<file path="config.mk">
export PLATFORM = sky130hd
export DESIGN_NAME = restoring_divider
export DESIGN_NICKNAME = d
export VERILOG_FILES = /design/src/rtl/restoring_divider.sv
export SDC_FILE = /design/constraint.sdc
export NUM_CORES = 1
export LEC_CHECK = 0
export CAP_MARGIN = 20
export CELL_PAD_IN_SITES_DETAIL_PLACEMENT = 0
export CELL_PAD_IN_SITES_GLOBAL_PLACEMENT = 1
export CORE_MARGIN = 2
export CORE_UTILIZATION = 47
export CTS_CLUSTER_DIAMETER = 30
export DETAILED_ROUTE_END_ITERATION = 8
export DONT_BUFFER_PORTS = 1
export MAX_ROUTING_LAYER = met4
export PLACE_DENSITY = 0.87
export SLEW_MARGIN = 20
export SYNTH_ARGS = -nofsm -noshare
export SYNTH_HDL_FRONTEND = slang
export SYNTH_SLANG_ARGS = --single-unit
</file>
<file path="constraint.sdc">
create_clock -name Clk -period 2.35 [get_ports Clk]
set_clock_uncertainty 0.15 [all_clocks]
set_input_delay 0.1175 -clock Clk [delete_from_list [all_inputs] [get_ports Clk]]
set_output_delay 0.1175 -clock Clk [all_outputs]
set_load 0.005 [all_outputs]
</file>
<file path="src/rtl/restoring_divider.sv">
// Sequential unsigned restoring divider: dividend loaded into Q, divisor latched on Execute,
// one SHIFT/SUB pair per quotient bit, quotient left in Q and remainder in R.
module restoring_divider #(
    parameter int unsigned WIDTH = 8
) (
    input  logic             Clk,
    input  logic             Reset,
    input  logic             Execute,
    input  logic             ClearR_LoadQ,
    input  logic [WIDTH-1:0] Din,
    output logic [WIDTH-1:0] Quotient,
    output logic [WIDTH-1:0] Remainder,
    output logic             Busy,
    output logic             Done,
    output logic             DivByZero
);

    localparam int unsigned CntW = (WIDTH > 1) ? $clog2(WIDTH) : 1;

    typedef enum logic [1:0] {
        StIdle,
        StShift,
        StSub,
        StDone
    } state_e;

    state_e            state_q, state_d;
    logic [WIDTH-1:0]  q_q, q_d;
    logic [WIDTH:0]    r_q, r_d;   // extra bit holds the post-shift carry for the compare
    logic [WIDTH-1:0]  d_q, d_d;
    logic [CntW-1:0]   cnt_q, cnt_d;
    logic              dbz_q, dbz_d;

    // State and datapath registers with synchronous reset
    always_ff @(posedge Clk) begin
        if (Reset) begin
            state_q <= StIdle;
            q_q     <= '0;
            r_q     <= '0;
            d_q     <= '0;
            cnt_q   <= '0;
            dbz_q   <= 1'b0;
        end else begin
            state_q <= state_d;
            q_q     <= q_d;
            r_q     <= r_d;
            d_q     <= d_d;
            cnt_q   <= cnt_d;
            dbz_q   <= dbz_d;
        end
    end

    // Next-state and datapath update; every register holds unless a state changes it
    always_comb begin
        state_d = state_q;
        q_d     = q_q;
        r_d     = r_q;
        d_d     = d_q;
        cnt_d   = cnt_q;
        dbz_d   = dbz_q;
        unique case (state_q)
            StIdle: begin
                // Execute takes priority over a simultaneous load
                if (Execute) begin
                    d_d   = Din;
                    r_d   = '0;
                    cnt_d = '0;
                    dbz_d = 1'b0;
                    if (Din != '0) begin
                        state_d = StShift;
                    end else begin
                        dbz_d   = 1'b1;
                        r_d     = {1'b0, q_q};
                        q_d     = '1;
                        state_d = StDone;
                    end
                end else if (ClearR_LoadQ) begin
                    q_d   = Din;
                    r_d   = '0;
                    dbz_d = 1'b0;
                end
            end
            StShift: begin
                // R stays below D before the shift, so its top bit is always zero here
                r_d     = {r_q[WIDTH-1:0], q_q[WIDTH-1]};
                q_d     = {q_q[WIDTH-2:0], 1'b0};
                state_d = StSub;
            end
            StSub: begin
                if (r_q >= {1'b0, d_q}) begin
                    r_d    = r_q - {1'b0, d_q};
                    q_d[0] = 1'b1;
                end
                if (cnt_q == CntW'(WIDTH - 1)) begin
                    state_d = StDone;
                end else begin
                    cnt_d   = cnt_q + CntW'(1);
                    state_d = StShift;
                end
            end
            StDone: begin
                // Wait for button release so a held Execute runs only once
                if (!Execute) begin
                    state_d = StIdle;
                end
            end
            default: state_d = StIdle;
        endcase
    end

    // Status and result outputs decoded straight from registers
    always_comb begin
        Busy      = (state_q == StShift) || (state_q == StSub);
        Done      = (state_q == StDone);
        Quotient  = q_q;
        Remainder = r_q[WIDTH-1:0];
        DivByZero = dbz_q;
    end

endmodule

</file>
==> metrics.csv <==
stage,metric,value,unit
clock_network,root buffer cell,clkbuf_8,
floorplan,Die ar.,5180,um2
setup_path,crit end category,flip-flop,
run_status,status,"complete, no violations",
yosys,"EDFF count, synth",0,
setup_path,crit-path cells,"inv_1, ha_1, nor2b_1, o311a_4, o21ai_1, buf_4, a221o_2, nor3_1, nor3_1",
layout,Synth-to-Final Area Change,18.4,%
run,maxcap violations,0,
clock_network,Num Clock Sinks,31,
clock_network,Clock Latency Late Sink,0.29,ns
setup_path,CP peak stage delay,0.34,ns
sta,final worst setup slack,0.112,ns
clock_network,"Reg clk slew, reported paths",0.07,ns
yosys,"Top FF cell, synth",dfxtp_1,
sta,WHS,0.00671,ns
yosys,Synth Net Count,296,
routing,average wire per standard cell,17.0,um
pwr,Leakage,1.04,nW
setup_path,cell mode on critical path,nor3_1,
setup_path,startpoint class of the critical path,flip-flop,
placed_design,placed inst area,2280,um2
placed_design,# port buffers,0,
yosys,yosys warns,0,
layout,fin nets,321,
yosys,post-synthesis cell type count,52,
routing,# DRC,0,
global_routing,antenna violations before repair,0,
worst_hold_path,Worst Hold Launch,Execute,
yosys,synthesized flop and latch total,31,
layout,Fill cells,405,
routing,final WL,5880,um
yosys,Synth area leader,dfxtp_1,
yosys,most common library cells after synthesis,"39 x nand2_1, 34 x nor2_1, 31 x dfxtp_1, 18 x a21oi_1, 16 x inv_1",
routing,via count,1982,
global_routing,largest net degree at the start of global routing,33,
layout,n_diodes,0,
clock_network,H-tree levels,2,
floorplan,Initial Util,49.1,%
yosys,ranking of synthesized cells by area,"dfxtp_1 29%, ha_1 8.7%, nand2_1 6.7%",
yosys,most frequent cell after synthesis,nand2_1,
routing,vias per cell,5.73,
yosys,Avg Inst Size Synth,8.10,um2
setup_path,"Max FO, Critical Path",3,
pwr,PwrDens,1490,nW/um2
setup_path,Worst R2R End,r_q[5]$_SDFFE_PP0P_,
sta,max_slew headroom,65.4,%
routing,ANT nets after route,0,
worst_hold_path,Hold WC Path Type,input pin to flip-flop,
placed_design,HPWL Detailed,4170,um
floorplan,IO Pins,31,
routing,First-pass DRT Iterations,4,
sta,"Slew Viols, Final",0,
setup_path,critical path required time,2.37,ns
yosys,"Seq/Total Area, Yosys",28.6,%
placed_design,pre-CTS setup slack,0.0225,ns
worst_hold_path,WHS Endpoint,d_q[7]$_SDFFE_PP0P_,
setup_path,crit path DAT,2.26,ns
setup_path,slowest stage cell on the critical path,a221o_2,
worst_hold_path,hold depth,3,
yosys,Post-Syn Instances,268,
layout,share of layout cells above drive strength 1,18.7,%
yosys,Synth async-reset ratio,0,%
yosys,post-synth top area share,28.6,%
yosys,Post-Syn Area,2170,um2
sta,crit share post-route,95.3,%
global_routing,Congestion Overflow GR,0,
sta,RSZ-0062 raised after global routing,true,
global_routing,global-route wire length before repair,10100,um
sta,minimum clock period after layout,2.24,ns
clock_network,Max clock buf depth,2,
floorplan,core area,4410,um2
setup_path,flop2flop setup slack,0.11,ns
global_routing,Total GRT Usage,25.9,%
routing,initial DRC count,147,
pwr,maximum vdd ir drop,690,uV
clock_network,postcts setup bufs,0,
placed_design,routability cong.,0.833,
global_routing,vias in the first global route,1970,
floorplan,number of placement rows,24,
setup_path,RR Startpoint,d_q[1]$_SDFFE_PP0P_,
clock_network,TritonCTS clock tree,done,
setup_path,R2R depth,9,
sta,TNS Setup,0,ns
sta,Tightest Pin Transition,0.518,ns
clock_network,CTS Buf Count,5,
setup_path,worst setup path class,flip-flop to flip-flop,
pwr,total power,0.00382,W
layout,final instance area,2570,um2
sta,Fin. Hold Viols,0,
sta,final setup fails,0,
floorplan,Chip Width,71.9,um
sta,Highest Clock Rate,447,MHz
floorplan,die height,71.9,um
## how the worst max path moves through the flow
stage / from / endpoint / slack, ns / cells past startpoint
detailed placement: r_q[0]$_SDFFE_PP0P_ / r_q[8]$_SDFFE_PP0P_ / 0.02 / 10
CTS: r_q[0]$_SDFFE_PP0P_ / r_q[8]$_SDFFE_PP0P_ / 0.02 / 10
global route: r_q[0]$_SDFFE_PP0P_ / r_q[8]$_SDFFE_PP0P_ / -0.06 / 10
floorplan: r_q[0]$_SDFFE_PP0P_ / r_q[8]$_SDFFE_PP0P_ / 0.18 / 10
global placement: d_q[1]$_SDFFE_PP0P_ / r_q[7]$_SDFFE_PP0P_ / 0.07 / 8
finish: d_q[1]$_SDFFE_PP0P_ / r_q[5]$_SDFFE_PP0P_ / 0.11 / 9
## kinds of logic after synthesis
| logic type | Yosys count | share of synthesized area [%] |
|---|---|---|
| simple gates | 99 | 21.2 |
| compound gates | 71 | 25.0 |
| buf+inv | 36 | 8.94 |
| flops | 31 | 28.6 |
| fa+ha+maj | 16 | 9.57 |
| mux | 11 | 5.08 |
| xor+xnor | 4 | 1.62 |
## power breakdown
part	total [W]	leakage, nW	internal, W	switching (W)
combinational	0.00239	0.728	0.00108	0.00131
sequential	0.000875	0.254	0.000698	0.000178
clock	0.000550	0.0612	0.000343	0.000207
## state kept, by name, indices dropped and copies added (netlist names)
name,count
Quotient,8
cnt_q,3
state_q,2
DivByZero,1
d_q,8
r_q,9
## critical path: cells and delay by family, from the launching register on
kind                     cells  cell delay (ns)
AO/OA/AOI/OAI                3             0.67
buffers and inverters        2             0.24
flip-flops                   1             0.33
adder cells (fa/ha/maj)      1             0.29
AND/OR/NAND/NOR              3             0.44
## stage by stage
step / utilization (%) / cells
global placement: 51.7 / 324
floorplan: - / 268
CTS: 57.7 / 346
global route: 58.2 / 346
detailed placement: 51.7 / 324
finish: 58.2 / 346
## layer usage
| layer | vias up | routed length [um] | global-route usage (%) |
|---|---|---|---|
| li1 | 987 | - | - |
| met2 | 67 | 2720 | 38.6 |
| met3 | 10 | 374 | 3.89 |
| met5 | - | 0 | - |
| met1 | 918 | 2670 | 35.5 |
| met4 | 0 | 114 | 10.3 |
## area by class of cell
type	instances	area (um2)	share of cell area, %
multi-input cells	201	1370	53.4
clock buffers	6	82.6	3.21
inverters	16	60.1	2.34
well taps	52	65.1	2.53
clock inverters	2	35.0	1.36
flip-flops and latches	31	621	24.2
repair buffers	38	334	13.0
## cell usage in the layout, fill, tap and decap left out, drive strengths merged, types with 2 or more instances in the layout
cell type,instances
xnor2,3
ha,15
a211oi,9
nand2,39
nor2,34
and3,2
dfxtp,31
dlygate4sd3,13
clkbuf,6
a32o,2
o211ai,2
o21a,2
buf,25
mux2i,11
o311a,2
o21ai,15
a21oi,20
nor3,3
and2,2
nor4,3
inv,16
nand2b,3
nand3,6
a22oi,4
nor2b,2
a221oi,3
## timing repair
action                                 4_1_cts  5_1_grt
setup endpoints to repair                    0        9
hold buffers                                14        0
resized for setup                            0        6
endpoints found under the hold margin       31        0
Power figures use the tool's default switching activity.
